<file path="src/rtl/spi_slave_interface_2.sv">
// SPI mode-0 slave (MSB first, sampled on clk) in front of a 256x8 single-port RAM.
// Frames are {cmd[1:0], payload[7:0]}; cmd 11 returns the byte at rd_addr on MISO.
module spi_slave_interface_2 #(
    parameter int MEM_DEPTH      = 256,
    parameter int MEM_ADDR_SIZE  = 8,
    parameter int MEM_INPUT_SIZE = 10,
    parameter int MEM_WORD_SIZE  = 8
) (
    input  logic clk,
    input  logic rst_n,
    input  logic SS_n,
    input  logic MOSI,
    output logic MISO
);

    localparam int RX_CNT_W = $clog2(MEM_INPUT_SIZE + 1);
    localparam int TX_CNT_W = $clog2(MEM_WORD_SIZE + 1);
    localparam logic [RX_CNT_W-1:0] RX_LAST = RX_CNT_W'(MEM_INPUT_SIZE - 1);
    localparam logic [RX_CNT_W-1:0] RX_DONE = RX_CNT_W'(MEM_INPUT_SIZE);
    localparam logic [TX_CNT_W-1:0] TX_LEN  = TX_CNT_W'(MEM_WORD_SIZE);

    localparam logic [2:0] IDLE      = 3'd0;
    localparam logic [2:0] CHK_CMD   = 3'd1;
    localparam logic [2:0] WRITE     = 3'd2;
    localparam logic [2:0] READ_ADD  = 3'd3;
    localparam logic [2:0] READ_DATA = 3'd4;

    localparam logic [1:0] CMD_WR_ADDR = 2'b00;
    localparam logic [1:0] CMD_WR_DATA = 2'b01;
    localparam logic [1:0] CMD_RD_ADDR = 2'b10;
    localparam logic [1:0] CMD_RD_DATA = 2'b11;

    logic [2:0]                state;
    logic [RX_CNT_W-1:0]       rx_cnt;
    logic [MEM_INPUT_SIZE-1:0] rx_data;
    logic                      rx_valid;
    logic [1:0]                rx_cmd;
    logic [MEM_WORD_SIZE-1:0]  rx_payload;
    logic                      shifting;
    logic                      rx_last_bit;

    logic [MEM_ADDR_SIZE-1:0]  wr_addr;
    logic [MEM_ADDR_SIZE-1:0]  rd_addr;
    logic                      rd_flag;
    logic [MEM_WORD_SIZE-1:0]  mem [MEM_DEPTH];
    logic [MEM_WORD_SIZE-1:0]  dout;

    logic                      tx_valid;
    logic                      tx_busy;
    logic [TX_CNT_W-1:0]       tx_cnt;
    logic [MEM_WORD_SIZE-1:0]  tx_shift;

    assign rx_cmd      = rx_data[MEM_INPUT_SIZE-1 -: 2];
    assign rx_payload  = rx_data[MEM_WORD_SIZE-1:0];
    assign shifting    = (state == WRITE) || (state == READ_ADD) || (state == READ_DATA);
    assign rx_last_bit = shifting && (rx_cnt == RX_LAST);

    // CHK_CMD only peeks at the command MSB; the full word is shifted afterwards.
    always_ff @(posedge clk or negedge rst_n) begin
        if (!rst_n) begin
            state <= IDLE;
        end else if (SS_n) begin
            state <= IDLE;
        end else begin
            case (state)
                IDLE:      state <= CHK_CMD;
                CHK_CMD:   state <= MOSI ? (rd_flag ? READ_DATA : READ_ADD) : WRITE;
                WRITE:     state <= WRITE;
                READ_ADD:  state <= READ_ADD;
                READ_DATA: state <= READ_DATA;
                default:   state <= IDLE;
            endcase
        end
    end

    // Receive shifter: exactly MEM_INPUT_SIZE bits per frame, extras ignored.
    always_ff @(posedge clk or negedge rst_n) begin
        if (!rst_n) begin
            rx_cnt   <= '0;
            rx_data  <= '0;
            rx_valid <= 1'b0;
            rd_flag  <= 1'b0;
        end else if (SS_n) begin
            rx_cnt   <= '0;
            rx_data  <= '0;
            rx_valid <= 1'b0;
        end else begin
            rx_valid <= 1'b0;
            if (shifting && (rx_cnt != RX_DONE)) begin
                rx_data <= {rx_data[MEM_INPUT_SIZE-2:0], MOSI};
                rx_cnt  <= rx_cnt + 1'b1;
            end
            if (rx_last_bit) begin
                rx_valid <= 1'b1;
                if (state == READ_ADD) begin
                    rd_flag <= 1'b1;
                end else if (state == READ_DATA) begin
                    rd_flag <= 1'b0;
                end
            end
        end
    end

    always_ff @(posedge clk or negedge rst_n) begin
        if (!rst_n) begin
            wr_addr <= '0;
            rd_addr <= '0;
        end else if (rx_valid) begin
            if (rx_cmd == CMD_WR_ADDR) begin
                wr_addr <= rx_payload[MEM_ADDR_SIZE-1:0];
            end else if (rx_cmd == CMD_RD_ADDR) begin
                rd_addr <= rx_payload[MEM_ADDR_SIZE-1:0];
            end
        end
    end

    // RAM array and read port carry no reset so contents survive rst_n.
    always_ff @(posedge clk) begin
        if (rx_valid && (rx_cmd == CMD_WR_DATA)) begin
            mem[wr_addr] <= rx_payload;
        end
        if (rx_valid && (rx_cmd == CMD_RD_DATA)) begin
            dout <= mem[rd_addr];
        end
    end

    // tx_valid at E1, load at E2, bits on E3..E10, MISO back to 0 at E11.
    always_ff @(posedge clk or negedge rst_n) begin
        if (!rst_n) begin
            tx_valid <= 1'b0;
            tx_busy  <= 1'b0;
            tx_cnt   <= '0;
            tx_shift <= '0;
            MISO     <= 1'b0;
        end else if (SS_n) begin
            tx_valid <= 1'b0;
            tx_busy  <= 1'b0;
            tx_cnt   <= '0;
            MISO     <= 1'b0;
        end else if (rx_valid && (rx_cmd == CMD_RD_DATA)) begin
            tx_valid <= 1'b1;
        end else if (tx_valid && !tx_busy) begin
            tx_shift <= dout;
            tx_cnt   <= '0;
            tx_busy  <= 1'b1;
        end else if (tx_busy) begin
            if (tx_cnt != TX_LEN) begin
                MISO     <= tx_shift[MEM_WORD_SIZE-1];
                tx_shift <= {tx_shift[MEM_WORD_SIZE-2:0], 1'b0};
                tx_cnt   <= tx_cnt + 1'b1;
            end else begin
                MISO     <= 1'b0;
                tx_busy  <= 1'b0;
                tx_valid <= 1'b0;
            end
        end
    end

endmodule

</file>
<file path="config.mk">
export PLATFORM = sky130hd
export DESIGN_NAME = spi_slave_interface_2
export DESIGN_NICKNAME = d
export VERILOG_FILES = /design/src/rtl/spi_slave_interface_2.sv
export SDC_FILE = /design/constraint.sdc
export NUM_CORES = 2
export LEC_CHECK = 0
export BUFFER_PORTS_ARGS = -buffer_cell sky130_fd_sc_hd__buf_2
export CELL_PAD_IN_SITES_DETAIL_PLACEMENT = 0
export CELL_PAD_IN_SITES_GLOBAL_PLACEMENT = 1
export CORE_ASPECT_RATIO = 2
export CORE_MARGIN = 10
export CORE_UTILIZATION = 60
export DETAILED_ROUTE_END_ITERATION = 10
export PLACE_DENSITY_LB_ADDON = 0.1
export SYNTH_ARGS = -nofsm -noshare
export SYNTH_HDL_FRONTEND = slang
export SYNTH_SLANG_ARGS = --single-unit
</file>
<file path="constraint.sdc">
create_clock -name clk -period 12.87 [get_ports clk]
set_input_delay 2.574 -clock clk [delete_from_list [all_inputs] [get_ports clk]]
set_output_delay 2.574 -clock clk [all_outputs]
set_load 0.05 [all_outputs]
</file>
# Yosys cells after proc, flatten, opt, wreduce, memory -nomap -nowiden
# Memories as Yosys holds them, arrays and structs flattened. A register that Yosys moved wholly into a read port is not among the register bits.
# Cells that the tools add are included.
[totals] mem_count=1 out_inout_bits=1 reg_bits=50 input_bits=4 ramBits=2048
[op_classes] n_bitwise=3 n_addsub=2 n_reduce_logical=25 mux=37 n_eq_ne=14
[memory_table] name="mem" depth=256 width=8 rd=1 rd_clocked_by_memory_dff=1 wr=1 line="45" rtl="logic [MEM_WORD_SIZE-1:0] mem [MEM_DEPTH];"
[op_table] cell="4-bit two-way mux" count=7
[op_table] cell="8-bit two-way mux" count=3
[op_table] cell="1-bit two-way mux" count=21
[op_table] cell="10-bit two-way mux" count=2
[op_table] cell="3-bit case mux with 5 select lines" count=1
[op_table] cell="3-bit AND reduction" count=5
[op_table] cell="2-bit nonzero test" count=5
[op_table] cell="3-bit two-way mux" count=3
[op_table] cell="3-bit nonzero test" count=3
[op_table] cell="4-bit by 1-bit adder with 4-bit output (second input constant)" count=2
[op_table] cell="4-bit inequality test (second input constant)" count=2
[op_table] cell="3-bit by 2-bit == test with 1-bit output (second input constant)" count=2
[op_table] cell="3-bit inequality test (second input constant)" count=2
[op_table] cell="1-bit logical AND" count=5
[op_table] cell="2-bit == test (second input constant)" count=2
[op_table] cell="4-bit == test (second input constant)" count=1
[op_table] cell="2-bit inequality test (second input constant)" count=2
[op_table] cell="4-bit AND reduction" count=1
[op_table] cell="3-bit by 1-bit == test with 1-bit output (second input constant)" count=1
[op_table] cell="3-bit == test (second input constant)" count=1
[op_table] cell="3-bit logical NOT" count=1
[op_table] cell="1-bit inverter" count=3
[op_table] cell="2-bit by 1-bit == test with 1-bit output (second input constant)" count=1
[op_table] cell="2-bit logical NOT" count=1
[op_table] cell="other kinds (3)" count=4

# Logic depth before layout (Yosys ltp)
[logic_depth] ltp_word=6 mapped_depth=13 depth_no_buf=9

# Worst setup path before layout
# No wires, ideal clock.
[synth_path] kind="register to register" from="register rx_data[0]" to="memory mem[0][0], data pin" period_less_slack_ps=4031 stages_incl_launch_ff=1 setup_ps=811 arrival_time_ps=3219 required_ps=12059 path_buffers=0 path_slack_ps=8839 path_cell_list="dfrtp_1"
[synth_lines] element="start: declaration" line="35" rtl="logic [MEM_INPUT_SIZE-1:0] rx_data;"
[synth_lines] element="start signal: assignment" line="90" rtl="rx_data <= {rx_data[MEM_INPUT_SIZE-2:0], MOSI};"
[synth_lines] element="end: declaration" line="45"
# No word-level cell before the write port.

==> metrics.md <==
| Metric | Value |
|---|---|
| Status | `finished with violations` |
| Violated checks | `capacitance limit, slew limit` |
| Routed length on met2 | `118000 um` |
| Synth Cell Area | `83400 um^2` |
| Post-route ant nets | `0` |
| Top_reg_cell synth | `edfxtp_1` |
| Post-Place Setup Slack | `7.51 ns` |
| Tmin final | `5.56 ns` |
| CP Buf/Inv Count | `3` |
| DRT Pass-1 Iters | `6` |
| Site Rows | `193` |
| CP required | `13.35 ns` |
| Root buf cell | `clkbuf_16` |
| Via count | `41200` |
| Worst-Skew Late Latency | `0.81 ns` |
| I/O Pins | `5` |
| Max-slew headroom | `-5.97%` |
| Drt via density | `6.66` |
| IO Port Bufs | `4` |
| P_sw | `2450 uW` |
| M1 WL | `71700 um` |
| Max FO, Critical Path | `107` |
| Drt total wl | `218000 um` |
| Max Cap Viol | `2` |
| CP max stage cell | `o41ai_1` |
| Cell Int Power | `10600 uW` |
| Warnings from Yosys | `0` |
| Worst-Margin Slew | `1.57 ns` |
| Switching share of power | `18.8%` |
| CP peak stage delay | `1.03 ns` |
| CTS H-tree depth | `4` |
| Final hold violation count | `0` |
| Num CTS Buffers | `180` |
| CTS Sinks | `2106` |
| Gate Count Post-Synth | `4178` |
| Syn nets | `4187` |
| Vias in the first global route | `42300` |
| Period utilization | `43.2%` |
| Largest delay share family, worst path | `buffers and inverters` |
| DP HPWL | `138000 um` |
| Die area | `155000 um^2` |
| Nets@finish | `4197` |
| Critical path class | `reg -> reg` |
| Type of origin of the critical path | `flop` |
| Avg Cell Area, Syn | `20.0 um^2` |
| GRT Overall Usage | `28.2%` |
| Largest net degree at the start of global routing | `203` |
| Yosys cell types | `75` |
| Remaining DRCs | `0` |
| Grt ovf | `0` |
| Ys async rst share | `2.37%` |
| Met3 WL post-DR | `11700 um` |
| Reg power frac | `57.2%` |
| Worst IR Drop VDD | `139 uV` |
| Pleak | `0.0275 uW` |
| Top-count cell post-synth | `edfxtp_1` |
| Final Skew | `0.0263 ns` |
| Critical Path Most Common Cell | `buf_4` |
| Combinational share of power | `0.5%` |
| FF+latch count, synth | `2106` |
| Largest cells by area after synthesis | `edfxtp_1 74%, mux4_2 8.1%, mux2i_1 3.7%` |
| Hold WC Path Type | `reg -> reg` |
| # Post-CTS Setup Buffers | `0` |
| Worst-path cell chain | `buf_12, buf_4, buf_4, mux4_2, a21oi_1, nor3_1, o41ai_1, a211oi_1` |
| Largest area contributor in the netlist | `edfxtp_1` |
| Crit path DAT | `6.04 ns` |
| RSZ-0062 raised after global routing | `false` |
| DR WL/cell | `35.2 um` |
| Fillcell total | `9308` |
| DRT iter0 DRCs | `3990` |
| Max layer used | `met5` |
| CTS tree | `built` |
| Core area | `138000 um^2` |
| Share of cells above drive strength 1 | `16.4%` |
| Clock Power Share | `42.3%` |
| Sequential-to-total area share from yosys stat | `75.5%` |
| P per Cell Area | `144 nW/um^2` |
| Post_cts resized | `0` |
| Max-slew violation count | `3` |
| Global-route wire length before repair | `312000 um` |
| Longest Clk Path Bufs | `4` |
| Total negative slack | `0 ns` |
| Cts hold-fix bufs | `0` |
| Final WS setup | `7.31 ns` |
| Initial Util | `60.4%` |
| Max frequency | `0.180 GHz` |
| DIE HEIGHT | `547 um` |
| Synth cell count leaders | `2056 x edfxtp_1, 328 x nor2_1, 309 x mux2i_1` |
| Setup crit end kind | `flop` |
| Top-area cell type share of the netlist area | `74.0%` |
| Setup-failing EPs final | `0` |
| Gp weighted congestion | `0.910` |
| Die Wd | `284 um` |
| Pwr Total | `13000 uW` |
| Clock slew seen by the registers of the worst setup and hold paths | `0.07 ns` |
| Post-synth EDFFs | `2056` |
| Area delta synth->final | `8.57%` |
| Initial antenna violation count | `10` |
## power by group through the flow
stage                     logic, uW  registers (uW)  clock network [uW]
after floorplan                24.7            7620                   0
after global placement         60.1            7610                   0
after detailed placement       62.6            7610                   0
after CTS                      62.6            7460                5570
after global routing           68.0            7460                5830
final                          62.1            7460                5520
## stage by stage
stage               std cells  hold WS (ns)  cell area, um^2  util [%]
detailed placement       5858         0.523            84600      61.3
floorplan                4178         0.471            83400         -
global route             6183         0.556            90500      65.5
CTS                      6179         0.536            90500      65.5
finish                   6186         0.534            90500      65.5
global placement         5854         0.509            84600      61.2
## registers in the layout, indices dropped and copies added, names as in the netlist
register,count
rd_flag,1
tx_valid,1
tx_shift,8
wr_addr,8
dout,8
mem,2048
rx_data,10
state,3
rx_valid,1
rx_cnt,4
rd_addr,8
MISO,1
tx_cnt,4
tx_busy,1
## placed cells by master (no fill, tap or decap), types with 8 or more instances in the layout
| cell | netlist | final |
|---|---|---|
| mux4_1 | 91 | 91 |
| mux2_2 | 27 | 27 |
| o221ai_1 | 97 | 97 |
| nand2_1 | 109 | 108 |
| inv_1 | 13 | 11 |
| a31oi_1 | 16 | 16 |
| and3_1 | 10 | 10 |
| clkinvlp_4 | 0 | 13 |
| a21oi_1 | 91 | 91 |
| nor3_1 | 35 | 35 |
| a221oi_1 | 8 | 8 |
| clkinv_2 | 0 | 31 |
| nor2b_1 | 17 | 17 |
| and2_1 | 8 | 8 |
| buf_4 | 12 | 71 |
| dfrtp_4 | 0 | 12 |
| buf_12 | 6 | 9 |
| a22oi_1 | 15 | 15 |
| nor4_1 | 10 | 9 |
| mux4_2 | 299 | 299 |
| a21o_1 | 10 | 10 |
| nor2_1 | 328 | 328 |
| bufinv_16 | 0 | 26 |
| mux2i_1 | 309 | 309 |
| o21ai_0 | 50 | 50 |
| nand4_1 | 12 | 12 |
| clkbuf_16 | 0 | 182 |
| clkbuf_1 | 99 | 37 |
| clkinv_1 | 1 | 26 |
| dfrtp_1 | 50 | 36 |
| o211ai_1 | 9 | 9 |
| a211oi_1 | 26 | 24 |
| o22ai_1 | 58 | 58 |
| nand3_1 | 60 | 57 |
| edfxtp_1 | 2056 | 2056 |
## worst min-delay path, delay by kind of cell, from the launching register on
family	cells	cell delay, ns
flops	1	0.34
compound gates	1	0.10
simple gates	1	0.05
## layout make-up
type / count / area [um^2] / share of cell area [%]
clock buffers: 221 / 4720 / 5.21
multi-input cells: 1801 / 18500 / 20.4
diodes: 7 / 17.5 / 0.0194
inverters: 14 / 53.8 / 0.0594
flip-flops and latches: 2106 / 63000 / 69.6
well taps: 1852 / 2320 / 2.56
clock inverters: 100 / 1170 / 1.29
repair buffers: 85 / 744 / 0.822
## per-layer routing
layer / track usage (%) / vias up
met2: 51.0 / 1698
met1: 30.9 / 21700
li1: - / 17200
met5: 0 / -
met4: 18.5 / 4
met3: 3.65 / 530
## cell families (layout without fill, tap and decap cells)
kind of cell,Yosys count,after routing,share of synthesized area (%)
AO/OA/AOI/OAI,431,431,3.57
XOR/XNOR,2,2,0.0210
adder cells (fa/ha/maj),5,5,0.0750
buffers and inverters,271,420,2.38
flip-flops,2106,2106,75.5
multiplexers,726,726,15.0
other,0,7,0
AND/OR/NAND/NOR,637,637,3.39
## final timing paths
check | start | end | slack [ns] | depth (start not counted)
min in group asynchronous | rst_n | tx_cnt[3] | 1.95 | 2
max in group asynchronous | rst_n | rd_addr[1] | 10.30 | 2
setup / recovery | rd_addr[0] | dout[3] | 7.31 | 8
setup reg to reg | rd_addr[0] | dout[3] | 7.31 | 8
hold / removal | tx_shift[2] | tx_shift[2] | 0.53 | 2
hold reg to reg | tx_shift[2] | tx_shift[2] | 0.53 | 2
Power figures use the tool's default switching activity.
